<file path="src/rtl/reg_wb_pkg.sv">
// Shared definitions for the register-file writeback scheduler.
//   REG_AW / XLEN / NREGS : register-file geometry
//   wb_req_t              : one pending writeback (destination + data)
//   wb_src_e              : which source owns the write port this cycle
package reg_wb_pkg;

  localparam int REG_AW = 5;
  localparam int XLEN   = 32;
  localparam int NREGS  = 32;

  typedef struct packed {
    logic [REG_AW-1:0] addr;
    logic [XLEN-1:0]   dat;
  } wb_req_t;

  typedef enum logic [1:0] {
    SRC_NONE,
    SRC_A,
    SRC_B
  } wb_src_e;

endpackage

</file>
<file path="src/rtl/wb_fifo.sv">
// Small circular FIFO holding long-latency writebacks until the write port
// is free. Head is read combinationally so the arbiter can commit it in the
// same cycle it is selected.
//   clk, rst      : clock, synchronous active-low reset (discards contents)
//   push/push_data: write an entry (ignored when full)
//   pop           : drop the head entry (ignored when empty)
//   head          : current head entry
//   count/empty/full : occupancy, all from registered state
module wb_fifo
  import reg_wb_pkg::*;
#(
  parameter int DEPTH = 2
) (
  input  logic                   clk,
  input  logic                   rst,
  input  logic                   push,
  input  wb_req_t                push_data,
  input  logic                   pop,
  output wb_req_t                head,
  output logic [$clog2(DEPTH):0] count,
  output logic                   empty,
  output logic                   full
);

  localparam int PW = $clog2(DEPTH);
  localparam int CW = PW + 1;

  wb_req_t        mem_reg [DEPTH];
  logic [PW-1:0]  wr_ptr_reg, rd_ptr_reg;
  logic [CW-1:0]  count_reg, count_next;
  logic           do_push, do_pop;

  assign empty   = (count_reg == '0);
  assign full    = (count_reg == CW'(DEPTH));
  assign do_push = push && !full;
  assign do_pop  = pop && !empty;
  assign head    = mem_reg[rd_ptr_reg];
  assign count   = count_reg;

  always_comb begin
    count_next = count_reg;
    case ({do_push, do_pop})
      2'b10:   count_next = count_reg + CW'(1);
      2'b01:   count_next = count_reg - CW'(1);
      default: count_next = count_reg;
    endcase
  end

  // Storage is not reset; occupancy alone decides what is valid.
  always_ff @(posedge clk) begin
    if (do_push) mem_reg[wr_ptr_reg] <= push_data;
  end

  // DEPTH is a power of two, so pointers wrap by natural overflow.
  always_ff @(posedge clk) begin
    if (!rst) begin
      wr_ptr_reg <= '0;
      rd_ptr_reg <= '0;
      count_reg  <= '0;
    end else begin
      if (do_push) wr_ptr_reg <= wr_ptr_reg + PW'(1);
      if (do_pop)  rd_ptr_reg <= rd_ptr_reg + PW'(1);
      count_reg <= count_next;
    end
  end

endmodule

</file>
<file path="src/rtl/reg_wb_sched.sv">
// Register-file write-port scheduler and long-latency scoreboard.
// Source A (single-cycle path) always wins the port with zero latency;
// source B (mul/div/load) is buffered and drains when A is idle.
//   clk, rst              : clock, synchronous active-low reset
//   i_a_wr_*              : source-A write request
//   i_b_vld/o_b_rdy/i_b_* : source-B handshake into the buffer
//   i_iss_vld/i_iss_addr  : long-latency issue, marks destination pending
//   o_wr_*                : register-file write port
//   o_pend                : per-register outstanding-B-write bitmap
//   o_hold                : asks the core to leave the A slot idle
//   o_err                 : sticky protocol-error flag
module reg_wb_sched
  import reg_wb_pkg::*;
#(
  parameter int DEPTH      = 2,
  parameter int STARVE_MAX = 4
) (
  input  logic              clk,
  input  logic              rst,
  input  logic              i_a_wr_en,
  input  logic [REG_AW-1:0] i_a_wr_addr,
  input  logic [XLEN-1:0]   i_a_wr_dat,
  input  logic              i_b_vld,
  output logic              o_b_rdy,
  input  logic [REG_AW-1:0] i_b_addr,
  input  logic [XLEN-1:0]   i_b_dat,
  input  logic              i_iss_vld,
  input  logic [REG_AW-1:0] i_iss_addr,
  output logic              o_wr_en,
  output logic [REG_AW-1:0] o_wr_addr,
  output logic [XLEN-1:0]   o_wr_dat,
  output logic [NREGS-1:0]  o_pend,
  output logic              o_hold,
  output logic              o_err
);

  localparam int CW = $clog2(DEPTH) + 1;

  wb_req_t          b_req, head;
  logic [CW-1:0]    count;
  logic             empty, full;
  logic             push, pop;
  wb_src_e          src;
  logic             sel_en;

  logic [NREGS-1:0] pend_reg, pend_next;
  logic [3:0]       age_reg, age_next;
  logic             hold_reg;
  logic             err_reg, err_next;
  logic             iss_err, a_pend_err, b_push_err, hold_err;

  // ---------------- source-B buffer ----------------
  // Ready comes from registered occupancy only: a full buffer refuses a
  // push even in a cycle where it also pops.
  assign o_b_rdy = rst && (count < CW'(DEPTH));
  assign push    = i_b_vld && o_b_rdy;
  assign b_req   = '{addr: i_b_addr, dat: i_b_dat};

  wb_fifo #(.DEPTH(DEPTH)) u_fifo (
    .clk       (clk),
    .rst       (rst),
    .push      (push),
    .push_data (b_req),
    .pop       (pop),
    .head      (head),
    .count     (count),
    .empty     (empty),
    .full      (full)
  );

  // ---------------- arbiter ----------------
  always_comb begin
    src = SRC_NONE;
    if (i_a_wr_en)   src = SRC_A;
    else if (!empty) src = SRC_B;
  end

  assign pop = rst && (src == SRC_B);

  always_comb begin
    sel_en    = 1'b0;
    o_wr_addr = '0;
    o_wr_dat  = '0;
    case (src)
      SRC_A: begin
        sel_en    = 1'b1;
        o_wr_addr = i_a_wr_addr;
        o_wr_dat  = i_a_wr_dat;
      end
      SRC_B: begin
        sel_en    = 1'b1;
        o_wr_addr = head.addr;
        o_wr_dat  = head.dat;
      end
      default: ;
    endcase
  end

  // Writes to x0 are consumed but never reach the register file.
  assign o_wr_en = rst && sel_en && (o_wr_addr != '0);

  // ---------------- scoreboard ----------------
  // Bit 0 is hardwired clear; for the rest a same-cycle issue beats the clear.
  assign pend_next[0] = 1'b0;
  for (genvar gi = 1; gi < NREGS; gi++) begin : g_pend
    assign pend_next[gi] = (i_iss_vld && (i_iss_addr == REG_AW'(gi))) ||
                           (pend_reg[gi] && !(pop && (head.addr == REG_AW'(gi))));
  end

  // ---------------- starvation ----------------
  always_comb begin
    age_next = age_reg;
    if (empty || pop)
      age_next = '0;
    else if (age_reg != 4'(STARVE_MAX))
      age_next = age_reg + 4'd1;
  end

  // ---------------- protocol errors ----------------
  // An issue to a register whose pending write commits this same cycle is legal.
  assign iss_err    = i_iss_vld && pend_reg[i_iss_addr] &&
                      !(pop && (head.addr == i_iss_addr));
  assign a_pend_err = i_a_wr_en && (i_a_wr_addr != '0) && pend_reg[i_a_wr_addr];
  assign b_push_err = push && !pend_reg[i_b_addr];
  assign hold_err   = i_a_wr_en && hold_reg;
  assign err_next   = err_reg || iss_err || a_pend_err || b_push_err || hold_err;

  always_ff @(posedge clk) begin
    if (!rst) begin
      pend_reg <= '0;
      age_reg  <= '0;
      hold_reg <= 1'b0;
      err_reg  <= 1'b0;
    end else begin
      pend_reg <= pend_next;
      age_reg  <= age_next;
      hold_reg <= (age_next == 4'(STARVE_MAX));
      err_reg  <= err_next;
    end
  end

  assign o_pend = pend_reg;
  assign o_hold = rst && hold_reg;
  assign o_err  = err_reg;

endmodule

</file>
<file path="config.mk">
export PLATFORM = sky130hd
export DESIGN_NAME = reg_wb_sched
export DESIGN_NICKNAME = d
export VERILOG_FILES = /design/src/rtl/reg_wb_pkg.sv /design/src/rtl/wb_fifo.sv /design/src/rtl/reg_wb_sched.sv
export SDC_FILE = /design/constraint.sdc
export NUM_CORES = 1
export LEC_CHECK = 0
export BUFFER_PORTS_ARGS = -buffer_cell sky130_fd_sc_hd__buf_2
export CELL_PAD_IN_SITES_DETAIL_PLACEMENT = 0
export CELL_PAD_IN_SITES_GLOBAL_PLACEMENT = 1
export CORE_MARGIN = 1
export CORE_UTILIZATION = 35
export DETAILED_ROUTE_END_ITERATION = 7
export PLACE_DENSITY = 0.69
export SYNTH_ARGS = -nofsm -noshare
export SYNTH_HDL_FRONTEND = slang
export SYNTH_HIERARCHICAL = 1
export SYNTH_SLANG_ARGS = --single-unit
export TNS_END_PERCENT = 20
</file>
<file path="constraint.sdc">
create_clock -name clk -period 4.58 [get_ports clk]
set_input_delay 0.458 -clock clk [delete_from_list [all_inputs] [get_ports clk]]
set_output_delay 0.458 -clock clk [all_outputs]
set_load 0.01 [all_outputs]
</file>
======== After elaboration in Yosys (flattened, before gate mapping) ========
Memory sizes are Yosys's and may differ from the RTL's. A register that Yosys moved wholly into a read port is not among the register bits.
Index checks and enable logic that the tools add are counted.
operators by class
  add/subtract/negate cells ............... 5
  magnitude comparators ................... 4
  equal/unequal tests ..................... 70
  mux-type cells .......................... 18
  reductions and logical operators ........ 184
operators with widths
  operator                                                                      number
  5-bit == test, second input constant                                          32
  1-bit logical AND                                                             108
  5-bit by 4-bit == test with 1-bit output, second input constant               16
  32-bit case mux with 2 select lines                                           1
  5-bit by 3-bit == test with 1-bit output, second input constant               8
  1-bit logical OR                                                              36
  1-bit zero test                                                               35
  5-bit by 2-bit == test with 1-bit output, second input constant               4
  5-bit by 6-bit less-than comparator with 1-bit output, second input constant  3
  1-bit binary-select mux with 5-bit select                                     3
  5-bit by 1-bit == test with 1-bit output, second input constant               2
  5-bit case mux with 2 select lines                                            1
  5-bit nonzero test                                                            2
  1-bit two-way mux                                                             8
  4-bit two-way mux                                                             2
  2-bit == test, second input constant                                          3
  5-bit == test                                                                 1
  4-bit by 1-bit adder with 4-bit output, second input constant                 1
  2-bit by 1-bit == test with 1-bit output, second input constant               2
  4-bit by 3-bit == test with 1-bit output, second input constant               1
  2-bit two-way mux                                                             2
  4-bit by 3-bit != test with 1-bit output, second input constant               1
  2-bit case mux with 2 select lines                                            1
  1-bit adder, second input constant                                            2
  6 further kinds                                                               6
storage, ports and cells
  register bits ........................... 42
  memory bits (writable) .................. 74
  input bits .............................. 84
  output and inout port bits .............. 73
  logic and storage cells ................. 290
  memories ................................ 1
memories
  memory          words  bits a word  read ports  clocked after memory_dff  wr ports  line           text
  u_fifo.mem_reg  2      37           1           1                         1         wb_fifo.sv:28  wb_req_t mem_reg [DEPTH];

======== Logic depth before layout (Yosys ltp) ========
  depth in word-level cells ............... 12
  mapped depth ............................ 8
  gate-level depth less buffers ........... 7

======== By module ========
The synthesis kept the hierarchy.
by module, submodules not included
  module        instances  cells each  area an instance (um2)  seq. area each (um2)
  reg_wb_sched  1          366         3046.7                  740.7
  wb_fifo       1          141         2895.3                  2322.2

======== Least setup slack after synthesis ========
No wires, ideal clock.
  path kind ............................... in2reg
  start point ............................. in rst
  end point ............................... mem u_fifo/mem_reg[0][0] (netlist name), enable pin
  setup time .............................. 0.392 ns
  arrival ................................. 2.324 ns
  data required time ...................... 4.188 ns
  slack ................................... 1.864 ns
  cell stages on the path ................. 6
  buffers on the path ..................... 1
  cell sequence ........................... clkbuf_1 -> nor2b_1 -> and2_1 -> inv_1 -> or3_1 -> inv_1
between the ends
  cells in the longest elaborated chain, start to end .. 5
RTL lines
  element                                  line                text
  from (decl)                              reg_wb_sched.sv:19  input logic rst,
  1-bit logical AND                        reg_wb_sched.sv:55  assign o_b_rdy = rst && (count < CW'(DEPTH));
  named net o_b_rdy                        reg_wb_sched.sv:24  output logic o_b_rdy,
  1-bit logical AND                        reg_wb_sched.sv:56  assign push = i_b_vld && o_b_rdy;
  named net push                           reg_wb_sched.sv:42  logic push, pop;
  1-bit logical AND                        wb_fifo.sv:35       assign do_push = push && !full;
  1-bit two-way mux                        wb_fifo.sv:51       if (do_push) mem_reg[wr_ptr_reg] <= push_data;
  1-bit two-way mux (not written as such)  wb_fifo.sv:51
  to (decl)                                wb_fifo.sv:28
The timed path passes the listed nets, and every way through them passes these cells.

======== Worst setup path after layout ========
  start point ............................. reg u_fifo.count_reg[1], in the netlist u_fifo/count[1]
  end point ............................... out o_wr_en
between the ends
  cells in the longest elaborated chain, start to end .. 8
  elaborated cells on any way between the ends .. 11
  classes of those cells .................. 2 x eq/ne; 4 x mux; 5 x reduce/logical
RTL lines
  element                                                                                     line                 text
  from (decl)                                                                                 wb_fifo.sv:30        logic [CW-1:0] count_reg, count_next;
  from (signal assigned)                                                                      wb_fifo.sv:63        count_reg <= count_next;
  2-bit zero test (*)                                                                         wb_fifo.sv:33        assign empty = (count_reg == '0);
  named net empty                                                                             reg_wb_sched.sv:41   logic empty, full;
  2-bit two-way mux (*)                                                                       reg_wb_sched.sv:75   else if (!empty) src = SRC_B;
  2-bit two-way mux (*)                                                                       reg_wb_sched.sv:74   if (i_a_wr_en) src = SRC_A;
  parallel branches: the longest is 4 deep, another holds 5-bit case mux with 2 select lines  -
  1-bit logical AND (*)                                                                       reg_wb_sched.sv:100  assign o_wr_en = rst && sel_en && (o_wr_addr != '0);
  to (decl)                                                                                   reg_wb_sched.sv:29   output logic o_wr_en,
Mark *: on every way through the listed nets, which the timed path passes.

==> impl_metrics.yaml <==
run_status:
  status: "complete, no violations"
route:
  drt-initial-drc-count: 306
  postRouteWirelength_mm: 16.2
  drt-pass1-iter-count: 4
  via_count: 4678
  routedWlPerCell_um: 18.3
  ant_nets: 0
  drc_errors: 0
  routed_via_density: 5.28
timing:
  fin_crit_ns: 3.23
  period_share_pct: 70.4
  fin_ws_ns: 1.35
  hold_viol_final: 0
  fmax_mhz: 310
  setup_viol: 0
  worst_pin_slew_ns: 1.08
  timing.hold.ws_ns: 0.234
  setup_tns_ns: 0
  rsz0062_at_grt: "no"
  skew_ns: 0.0128
  slew_viol_final: 0
  slew_headroom_pct: 27.9
pwr:
  leakage_nw: 2.88
  pwr-share-comb_pct: 10.8
  p_clk_share_pct: 47.2
  powerDensity_mw_per_mm2: 371
  seq_power_share_pct: 42.0
  internal-power_w: 0.00212
  ir_drop_mv: 0.283
  switching_share_pct: 23.5
  switchingPower_w: 0.000651
synthesis:
  yosysSeqAreaShare_pct: 51.5
  synth.most_common_cell: "edfxtp_1"
  yosysWarnings: 6
  synth.net_count: 594
  synth-seq-cells: 116
  yosysTopAreaCell: "edfxtp_1"
  ys_top_cells_by_count: "edfxtp_1, nand2_1, o21ai_0"
  synth_cell_types: 55
  yosys-top-cells-area: "edfxtp_1, dfxtp_1, mux2_2, mux4_2, o21ai_0"
  syn_inst: 507
  async_reset_ff_share_pct: 0
  synth_ff_type: "edfxtp_1"
  synth-edff-count: 74
  avgSynthCellArea_um2: 11.7
  syn_area_mm2: 0.00594
  netlist.area_leader.share_pct: 37.4
cts:
  cts_resized: 0
  cts_max_path_buffers: 2
  hold_buffers: 0
  post-cts-setup-buffers: 0
  cts_sinks: 116
  clk_pin_slew_ns: 0.05
  clockRootBuffer: "clkbuf_16"
  insertion_delay_ns: 0.42
  htreeDepth: 4
  cts_tree: "built"
  cts_buffers: 17
layout:
  utilization_pct: 45.1
  n_antenna_cell: 0
  syn_to_final_growth_pct: 25.8
  final_layout_size_suffix_gt1_share_pct: 38.3
  fillers: 1597
  nNetsFinal: 742
  fin_area_mm2: 0.00747
  largest_reg_flops: 74
placed_design:
  dp_hpwl_mm: 11.5
  postPlaceCellArea_mm2: 0.00689
  pre_cts_slack_ns: 1.53
  place_congestion: 0.789
  place.port_buffers: 155
min_path:
  whs_endpoint: "u_fifo/mem_reg[0][7]$_DFFE_PP_"
  hp-class: "in2reg"
  hp-start: "i_b_dat[7]"
  min_path_cells: 1
die:
  placementRows: 47
  core_mm2: 0.0166
  dieArea_mm2: 0.0175
  io_pins: 157
  die_w_um: 132
  die_h_um: 132
  initial_utilization_pct: 35.8
grt:
  grt_pass1_wl_mm: 25.7
  grt_max_degree: 56
  grt.total_usage_pct: 19.2
  antenna_found_initial: 0
  grt_pass1_vias: 4618
  overflow: 0
setup_path:
  worstSetupEndpointType: "output port"
  r2r_end: "u_fifo/mem_reg[0][22]$_DFFE_PP_"
  required_ns: 4.12
  crit_fanout: 25
  worst-setup-path-type: "reg2out"
  regToRegSetupSlack_ns: 2.10
  reg2regPathDepth: 6
  worstPathArrival_ns: 2.77
  timing.rr.start: "u_fifo/count[1]$_SDFFE_PN0P_"
  cp-start-kind: "flip-flop"
flow_run:
  drv_cap: 0
[worst max-delay path by stage]
stage	cells after the start	slack (ns)	to	startpoint
2_1_floorplan	6	1.86	u_fifo/mem_reg[0][0]$_DFFE_PP_	rst
3_3_place_gp	8	1.60	u_fifo/mem_reg[0][5]$_DFFE_PP_	rst
3_5_place_dp	8	1.53	u_fifo/mem_reg[0][7]$_DFFE_PP_	rst
4_1_cts	8	1.36	o_wr_en	u_fifo/count[1]$_SDFFE_PN0P_
5_1_grt	8	1.16	o_wr_en	u_fifo/count[1]$_SDFFE_PN0P_
6_report	8	1.35	o_wr_en	u_fifo/count[1]$_SDFFE_PN0P_
[stage by stage]
stage	std cells	power [W]
after floorplan	507	0.00136
after global placement	856	0.00148
after detailed placement	856	0.00149
after CTS	886	0.00280
after global routing	886	0.00287
final	886	0.00277
[kinds of logic after synthesis]
| logic type | count (synthesis) | share of synthesized area [%] |
|---|---|---|
| and+or+nand+nor | 136 | 11.5 |
| AOI/OAI and AO/OA | 131 | 15.1 |
| DFF | 116 | 51.5 |
| muxes | 68 | 16.3 |
| buffers and inverters | 41 | 3.14 |
| xor gates and xnor gates | 11 | 1.62 |
| adders and majority gates | 3 | 0.632 |
| other | 1 | 0.0631 |
[per-layer routing]
layer / up-vias / track usage (%) / part of all wire, %
met2: 197 / 30.3 / 47
met4: 0 / 6.45 / 1.4
met1: 2266 / 26.0 / 45
li1: 2196 / - / -
met5: - / 0 / 0
met3: 19 / 4.58 / 6.9
[layout make-up]
type / count / area (um2) / share of cell area [%]
Clock inverter: 13 / 159 / 2.13
Timing Repair Buffer: 161 / 821 / 11.0
Inverter: 9 / 33.8 / 0.452
Clock buffer: 17 / 425 / 5.69
Tap cell: 220 / 275 / 3.68
Sequential cell: 116 / 3060 / 41.0
Multi-Input combinational cell: 350 / 2700 / 36.1
[layout by cell type, fill, tap and decap left out, types with 6 or more instances in the layout]
| cell type | instances |
|---|---|
| nor2b_1 | 14 |
| nor2_1 | 10 |
| nand2b_1 | 19 |
| mux2i_1 | 7 |
| xnor2_1 | 10 |
| edfxtp_1 | 74 |
| o21ai_0 | 48 |
| inv_1 | 8 |
| buf_4 | 6 |
| mux4_2 | 15 |
| mux2_2 | 43 |
| a21boi_0 | 31 |
| dfxtp_1 | 42 |
| nand2_1 | 53 |
| clkbuf_16 | 17 |
| a22o_1 | 24 |
| buf_2 | 155 |
| nand3_1 | 12 |
[critical path, stage by stage, from the launching register on]
cell     delay (ns)
dfxtp_1        0.42
nor2_1         0.07
buf_4          0.20
nor2_2         0.83
a22o_1         0.28
nor2_1         0.05
or4b_2         0.20
and3_1         0.13
buf_2          0.15
[power by group through the flow]
stage	sequential (W)	clock, W	combinational, W
4_1_cts	0.00116	0.00134	0.000302
3_3_place_gp	0.00118	0	0.000298
6_report	0.00116	0.00131	0.000300
3_5_place_dp	0.00119	0	0.000301
5_1_grt	0.00117	0.00138	0.000327
2_1_floorplan	0.00118	0	0.000178
Note: power is estimated with default switching activity, not from simulation.
